<file path="config.mk">
export PLATFORM = sky130hd
export DESIGN_NAME = shared_reg_arbiter
export DESIGN_NICKNAME = d
export VERILOG_FILES = /design/src/rtl/shared_reg_arbiter.sv
export SDC_FILE = /design/constraint.sdc
export NUM_CORES = 1
export LEC_CHECK = 0
export ABC_AREA = 1
export BUFFER_PORTS_ARGS = -buffer_cell sky130_fd_sc_hd__buf_2
export CORE_ASPECT_RATIO = 0.8
export CORE_MARGIN = 1.5
export CORE_UTILIZATION = 40
export CTS_CLUSTER_SIZE = 14
export DETAILED_ROUTE_END_ITERATION = 8
export PLACE_DENSITY = 0.67
export SYNTH_ARGS = -nofsm -noshare
export SYNTH_HDL_FRONTEND = slang
export SYNTH_SLANG_ARGS = --single-unit
</file>
<file path="constraint.sdc">
create_clock -name clk -period 1.7 [get_ports clk]
set_input_delay 0.34 -clock clk [delete_from_list [all_inputs] [get_ports clk]]
set_output_delay 0.34 -clock clk [all_outputs]
set_load 0.01 [all_outputs]
</file>
<file path="src/rtl/shared_reg_arbiter.sv">
// Round-robin arbiter that time-shares one DW-bit register among NREQ requesters.
// Each grant lasts at most MAX_HOLD cycles; a forced release pulses timeout.
module shared_reg_arbiter #(
    parameter int NREQ     = 4,
    parameter int DW       = 8,
    parameter int MAX_HOLD = 8
) (
    input  logic              clk,
    input  logic              rst,
    input  logic [NREQ-1:0]   req,
    input  logic [NREQ-1:0]   wr_en,
    input  logic [NREQ*DW-1:0] wr_data,
    output logic [NREQ-1:0]   gnt,
    output logic              busy,
    output logic [DW-1:0]     shared_q,
    output logic              timeout
);

    localparam int PW = (NREQ > 1) ? $clog2(NREQ) : 1;
    localparam int HW = (MAX_HOLD > 1) ? $clog2(MAX_HOLD) : 1;
    localparam logic [HW-1:0] HOLD_LAST = HW'(MAX_HOLD - 1);

    typedef enum logic {IDLE, GRANT} state_t;

    state_t          state, state_nxt;
    logic [PW-1:0]   ptr, ptr_nxt;
    logic [HW-1:0]   hold, hold_nxt;
    logic [NREQ-1:0] gnt_nxt;
    logic            busy_nxt;
    logic [DW-1:0]   shared_nxt;
    logic            timeout_nxt;

    logic [PW-1:0]   owner;
    logic [PW-1:0]   ptr_after;
    logic [PW-1:0]   pick;
    logic            found;

    always_comb begin
        owner = '0;
        for (int i = 0; i < NREQ; i++) begin
            if (gnt[i]) owner = PW'(i);
        end
    end

    assign ptr_after = (int'(owner) == NREQ - 1) ? '0 : owner + 1'b1;

    // Search starts at ptr and wraps, so the last owner has lowest priority.
    always_comb begin
        int idx;
        found = 1'b0;
        pick  = '0;
        for (int k = 0; k < NREQ; k++) begin
            idx = int'(ptr) + k;
            if (idx >= NREQ) idx = idx - NREQ;
            if (!found && req[idx]) begin
                found = 1'b1;
                pick  = PW'(idx);
            end
        end
    end

    always_comb begin
        state_nxt   = state;
        ptr_nxt     = ptr;
        hold_nxt    = hold;
        gnt_nxt     = gnt;
        busy_nxt    = busy;
        shared_nxt  = shared_q;
        timeout_nxt = 1'b0;
        case (state)
            IDLE: begin
                if (found) begin
                    gnt_nxt   = NREQ'(1) << pick;
                    busy_nxt  = 1'b1;
                    hold_nxt  = '0;
                    state_nxt = GRANT;
                end
            end
            GRANT: begin
                if (wr_en[owner]) shared_nxt = wr_data[int'(owner)*DW +: DW];
                // A dropped request wins over the hold limit, so no timeout then.
                if (!req[owner] || hold == HOLD_LAST) begin
                    gnt_nxt     = '0;
                    busy_nxt    = 1'b0;
                    ptr_nxt     = ptr_after;
                    timeout_nxt = req[owner];
                    state_nxt   = IDLE;
                end else begin
                    hold_nxt = hold + 1'b1;
                end
            end
            default: begin
                gnt_nxt   = '0;
                busy_nxt  = 1'b0;
                state_nxt = IDLE;
            end
        endcase
    end

    always_ff @(posedge clk or posedge rst) begin
        if (rst) begin
            state    <= IDLE;
            ptr      <= '0;
            hold     <= '0;
            gnt      <= '0;
            busy     <= 1'b0;
            shared_q <= '0;
            timeout  <= 1'b0;
        end else begin
            state    <= state_nxt;
            ptr      <= ptr_nxt;
            hold     <= hold_nxt;
            gnt      <= gnt_nxt;
            busy     <= busy_nxt;
            shared_q <= shared_nxt;
            timeout  <= timeout_nxt;
        end
    end

endmodule

</file>
* Word level (Yosys, flattened, before mapping)
Index checks and enable logic that the tools add are counted.
Cells by class: add/sub/neg operators 9, reductions and logical operators 12, multiplexer cells 46, equal/unequal tests 5, shift-type cells 2, magnitude comparators 9, bitwise logic cells 1
Operators by type and width (number):
- $lt A32 B4 Y1 const B | 4
- $mux W32 | 4
- $shiftx A32 B6 Y8 | 1
- $mux W1 | 21
- $mux W2 | 7
- $bmux W1 S2 | 6
- $sub A3 B3 Y4 const B | 3
- $ge A3 B3 Y1 const B | 3
- $mux W4 | 2
- $pmux W4 S2 | 1
- $reduce_and A2 Y1 | 4
- $add A2 B2 Y3 const B | 2
- $mux W3 | 2
- $pmux W3 S2 | 1
- $logic_not A1 Y1 | 4
- $ne A2 B2 Y1 const B | 2
- $pmux W1 S2 | 2
- $shl A1 B2 Y4 const A | 1
- $sub A2 B3 Y4 const B | 1
- $add A2 B1 Y3 const B | 1
- $add A3 B1 Y3 const B | 1
- $eq A3 B3 Y1 const B | 1
- $ge A2 B3 Y1 const B | 1
- $logic_and A1 B1 Y1 | 3
- 6 further kinds | 6
Storage, ports and cells: bits in registers 20, output and inout port bits 14, input port bits 42, logic and storage cells 91

* Logic depth before layout (Yosys ltp)
word-level depth 18, gate-level depth with buffers 12, mapped depth without buffers 12

* Worst setup path after synthesis
Ideal clock, no wire load.
path type flip-flop to flip-flop, from register gnt[2], to register shared_q[0], library setup time 117 ps, period minus slack after synthesis 1460 ps, buffers on the path 1, data arrival time 1343 ps, stages on the path, launching flop included 9, setup slack 240 ps, data required time 1583 ps, cell sequence dfrtp_1 inv_1 a21oi_2 buf_4 nor2_1 o22ai_2 nand2_2 nand2_1 nand2_1
On the way: cells in the longest elaborated chain, start to end 5, elaborated cells on any way between the ends 6, classes of those cells shift (1); mux (4); reduce/logical (1)
Ends and longest elaborated chain:
- start, declared | RTL line 13 | output logic [NREQ-1:0] gnt,
- start signal, assigned | RTL line 113 | gnt <= gnt_nxt;
- $mux W2 * (2 in a row) | RTL line 41 | if (gnt[i]) owner = PW'(i);
- parallel branches: the longest is 3 deep, another holds $shiftx A32 B6 Y8
- end signal, assigned | RTL line 115 | shared_q <= shared_nxt;
- end, declared | RTL line 15 | output logic [DW-1:0] shared_q,
Every way passes the cells marked *. The select of a mux whose other input is x is not followed. A chain may end at the register's enable or synchronous reset.

* Worst setup path after layout
from register ptr[0], to register gnt[0]
On the way: cells in the longest elaborated chain, start to end 18, elaborated cells on any way between the ends 46, classes of those cells add/sub (7); order compare (4); eq/ne (1); shift (1); mux (26); reduce/logical (7)
Ends and longest elaborated chain:
- start, declared | RTL line 26 | logic [PW-1:0] ptr, ptr_nxt;
- start signal, assigned | RTL line 111 | ptr <= ptr_nxt;
- parallel branches: the longest is 18 deep, another holds $sub A3 B3 Y4
Parallel ways; which one is timed is not known. The select of a mux whose other input is x is not followed.

==> results_dict.tcl <==
set metrics [dict create \
    grt_use_total_pct 19.9 \
    synth-compound-area-share_pct 15.5 \
    stdcell_count 326 \
    grt_pass1_vias 1363 \
    drt-total-wl_um 3940 \
    clk_path_buf_depth 2 \
    synth_top_family_by_area "simple AND/OR/NAND/NOR gates" \
    syn_to_final_growth_pct 30.5 \
    yosysTopAreaCellShare_pct 33.0 \
    clk_pin_slew_worst_paths_ns 0.08 \
    synth-seq-cells 20 \
    ys_warn_count 0 \
    grt_first_pass_wirelength_um 6490 \
    initial_core_util_pct 43.1 \
    hold_viol 0 \
    slew_headroom_pct 81.5 \
    nets 329 \
    num_vias 1598 \
    crit_type "flop to flop" \
    worst_slew_pin_slew_ns 0.277 \
    muxShareOfSynthArea_pct 0 \
    diodes 0 \
    min_path_type "input pin to asynchronous set/reset pin" \
    fin_ws_ns 0.120 \
    critical_path_arrival_ns 1.73 \
    setup_viol 0 \
    postSynthNetCount 264 \
    layout_common_cells "nand2_1 (61), buf_2 (55), nand3_1 (26)" \
    yosysSeqAreaShare_pct 33.0 \
    rows 19 \
    placed_cells 321 \
    synth_cells 220 \
    cts_tree "yes" \
    p_leak_uw 0.00112 \
    cap_violations 0 \
    chipHeight_um 58.1 \
    skew_ns 0.00277 \
    core_area_sq_um 3520 \
    cpPeakStageDelay_ns 0.43 \
    crit_chain "buf_4 > nand2_1 > nand2_2 > nand2_2 > nand2_4 > nor2_8 > nand3b_4 > nand2_4 > inv_2 > nand3_1 > nand2_1" \
    die-area_sq_um 4170 \
    insertion_delay_ns 0.26 \
    vias_per_cell 4.90 \
    rsz0062_at_grt "false" \
    cts.htree.levels 1 \
    fin_crit_ns 1.58 \
    fmax_mhz 633 \
    final_cell_area_sq_um 1980 \
    place_area_sq_um 1890 \
    hpwl_um 3160 \
    cts_inserted_buffers 3 \
    synth_xor_area_share_pct 0 \
    critPathCaptureType "flop" \
    postSynthAreaPerCell_sq_um 6.89 \
    critical_path.max_fanout 10 \
    wl_per_cell_um 12.1 \
    worst-path-buf-inv 2 \
    drive_above_1_share_pct 35.6 \
    ir_drop_uv 960 \
    drc 0 \
    synthSimpleGateAreaFrac_pct 42.2 \
    synth_largest_area_cell "dfrtp_1" \
    pre_cts_ws_ns 0.0534 \
    cpLargestDelayFamily "simple AND/OR/NAND/NOR gates" \
    place_congestion 0.903 \
    grt_max_degree 21 \
    numPortBuffers 55 \
    firstDrtPassIters 7 \
    final_common_cell "nand2_1" \
    grt_antenna_before_repair 0 \
    crit_path_top_delay_cell "dfrtp_2" \
    ioPinCount 56 \
    dr.first_iter.drc_count 126 \
    crit_path_start_kind "flop" \
    synthTopCellsByArea "dfrtp_1 (33%), nand2_1 (15%), nand3_1 (8.6%)" \
    worst_ep_required_time_ns 1.85 \
    fin_setup_tns_ns 0 \
    slew_viol_final 0 \
    p_per_area_nw_per_um2 1840 \
    grt_overflow 0 \
    root_buffer "clkbuf_8" \
    die_x_um 71.8 \
    status "finished, final reports clean" \
    ys_types 28 \
    clock_sinks 20 \
    syn_area_sq_um 1520 \
    ant_nets 0 \
    synth_fa_ha_area_share_pct 1.65 \
    period_share_pct 92.9 \
]
## worst register-to-register path: cells and delay by family (launching register included)
family | cells | cell delay, ns
AND/OR/NAND/NOR | 9 | 0.83
flip-flops | 1 | 0.43
buffers and inverters | 2 | 0.22
## sequential cells by signal, summed over array words and instances, names as in the netlist
register	count
gnt	4
busy	1
ptr	2
state	1
timeout	1
shared_q	8
hold	3
## timing repair
item,in CTS,in global routing
hold buffers,0,0
gates resized for setup,0,6
endpoints found under the hold margin,0,0
setup buffers,0,1
endpoints found under the setup margin,0,17
## power breakdown
part           internal [uW]  leakage (uW)  switching (uW)
Clock                    314     0.0000357             160
Sequential               680      0.000249             128
Combinational            885      0.000833            1480
Total                   1880       0.00112            1770
## worst paths after layout
| path | from | endpoint | slack (ns) | cells past startpoint |
|---|---|---|---|---|
| worst max-delay path | ptr[0]$_DFFE_PP0P_ | gnt[0]$_DFFE_PP0P_ | 0.12 | 11 |
| worst min register to register | shared_q[3]$_DFFE_PP0P_ | shared_q[3]$_DFFE_PP0P_ | 0.47 | 2 |
| max in group asynchronous | rst | gnt[3]$_DFFE_PP0P_ | 1.39 | 3 |
| min in group clk | shared_q[3]$_DFFE_PP0P_ | shared_q[3]$_DFFE_PP0P_ | 0.47 | 2 |
| worst max register to register | ptr[0]$_DFFE_PP0P_ | gnt[0]$_DFFE_PP0P_ | 0.12 | 11 |
| worst min-delay path | rst | shared_q[6]$_DFFE_PP0P_ | 0.09 | 3 |
## layout make-up
| type | instances | area (sq um) |
|---|---|---|
| clock buffer | 3 | 41.3 |
| fill | 354 | 1540 |
| timing repair buffer | 68 | 373 |
| tap | 42 | 52.6 |
| multi-input combinational | 173 | 905 |
| inverter | 19 | 71.3 |
| sequential | 20 | 504 |
| clock inverter | 1 | 30.0 |
## through the flow
stage	util, %	hold slack, ns	power [uW]
global placement	53.7	0.377	3110
CTS	55.7	0.0953	3620
finish	56.2	0.0871	3650
detailed placement	53.7	0.379	3130
global route	56.2	0.120	3990
floorplan	-	0.304	2510
## per-layer routing
metal | part of all wire [%] | vias up | global-route usage, %
met4 | 0.23 | 0 | 2.43
met2 | 44 | 48 | 29.1
met1 | 50 | 697 | 30.9
met5 | 0 | - | 0
li1 | - | 851 | -
met3 | 5.6 | 2 | 4.17
## synthesized netlist by cell type, drive strengths merged
library cell  number
nand2             76
nand3             27
nor2              24
dfrtp             20
inv               19
o21ai             18
a21oi             10
o22ai              9
buf                4
clkbuf             4
nand3b             3
ha                 2
nand4              2
a31oi              1
o211ai             1
## logic make-up after synthesis
logic type / after synthesis
flip-flops: 20
adder cells (fa/ha/maj): 2
AND/OR/NAND/NOR: 132
AO/OA/AOI/OAI: 39
buffers and inverters: 27
Power figures use the tool's default switching activity.
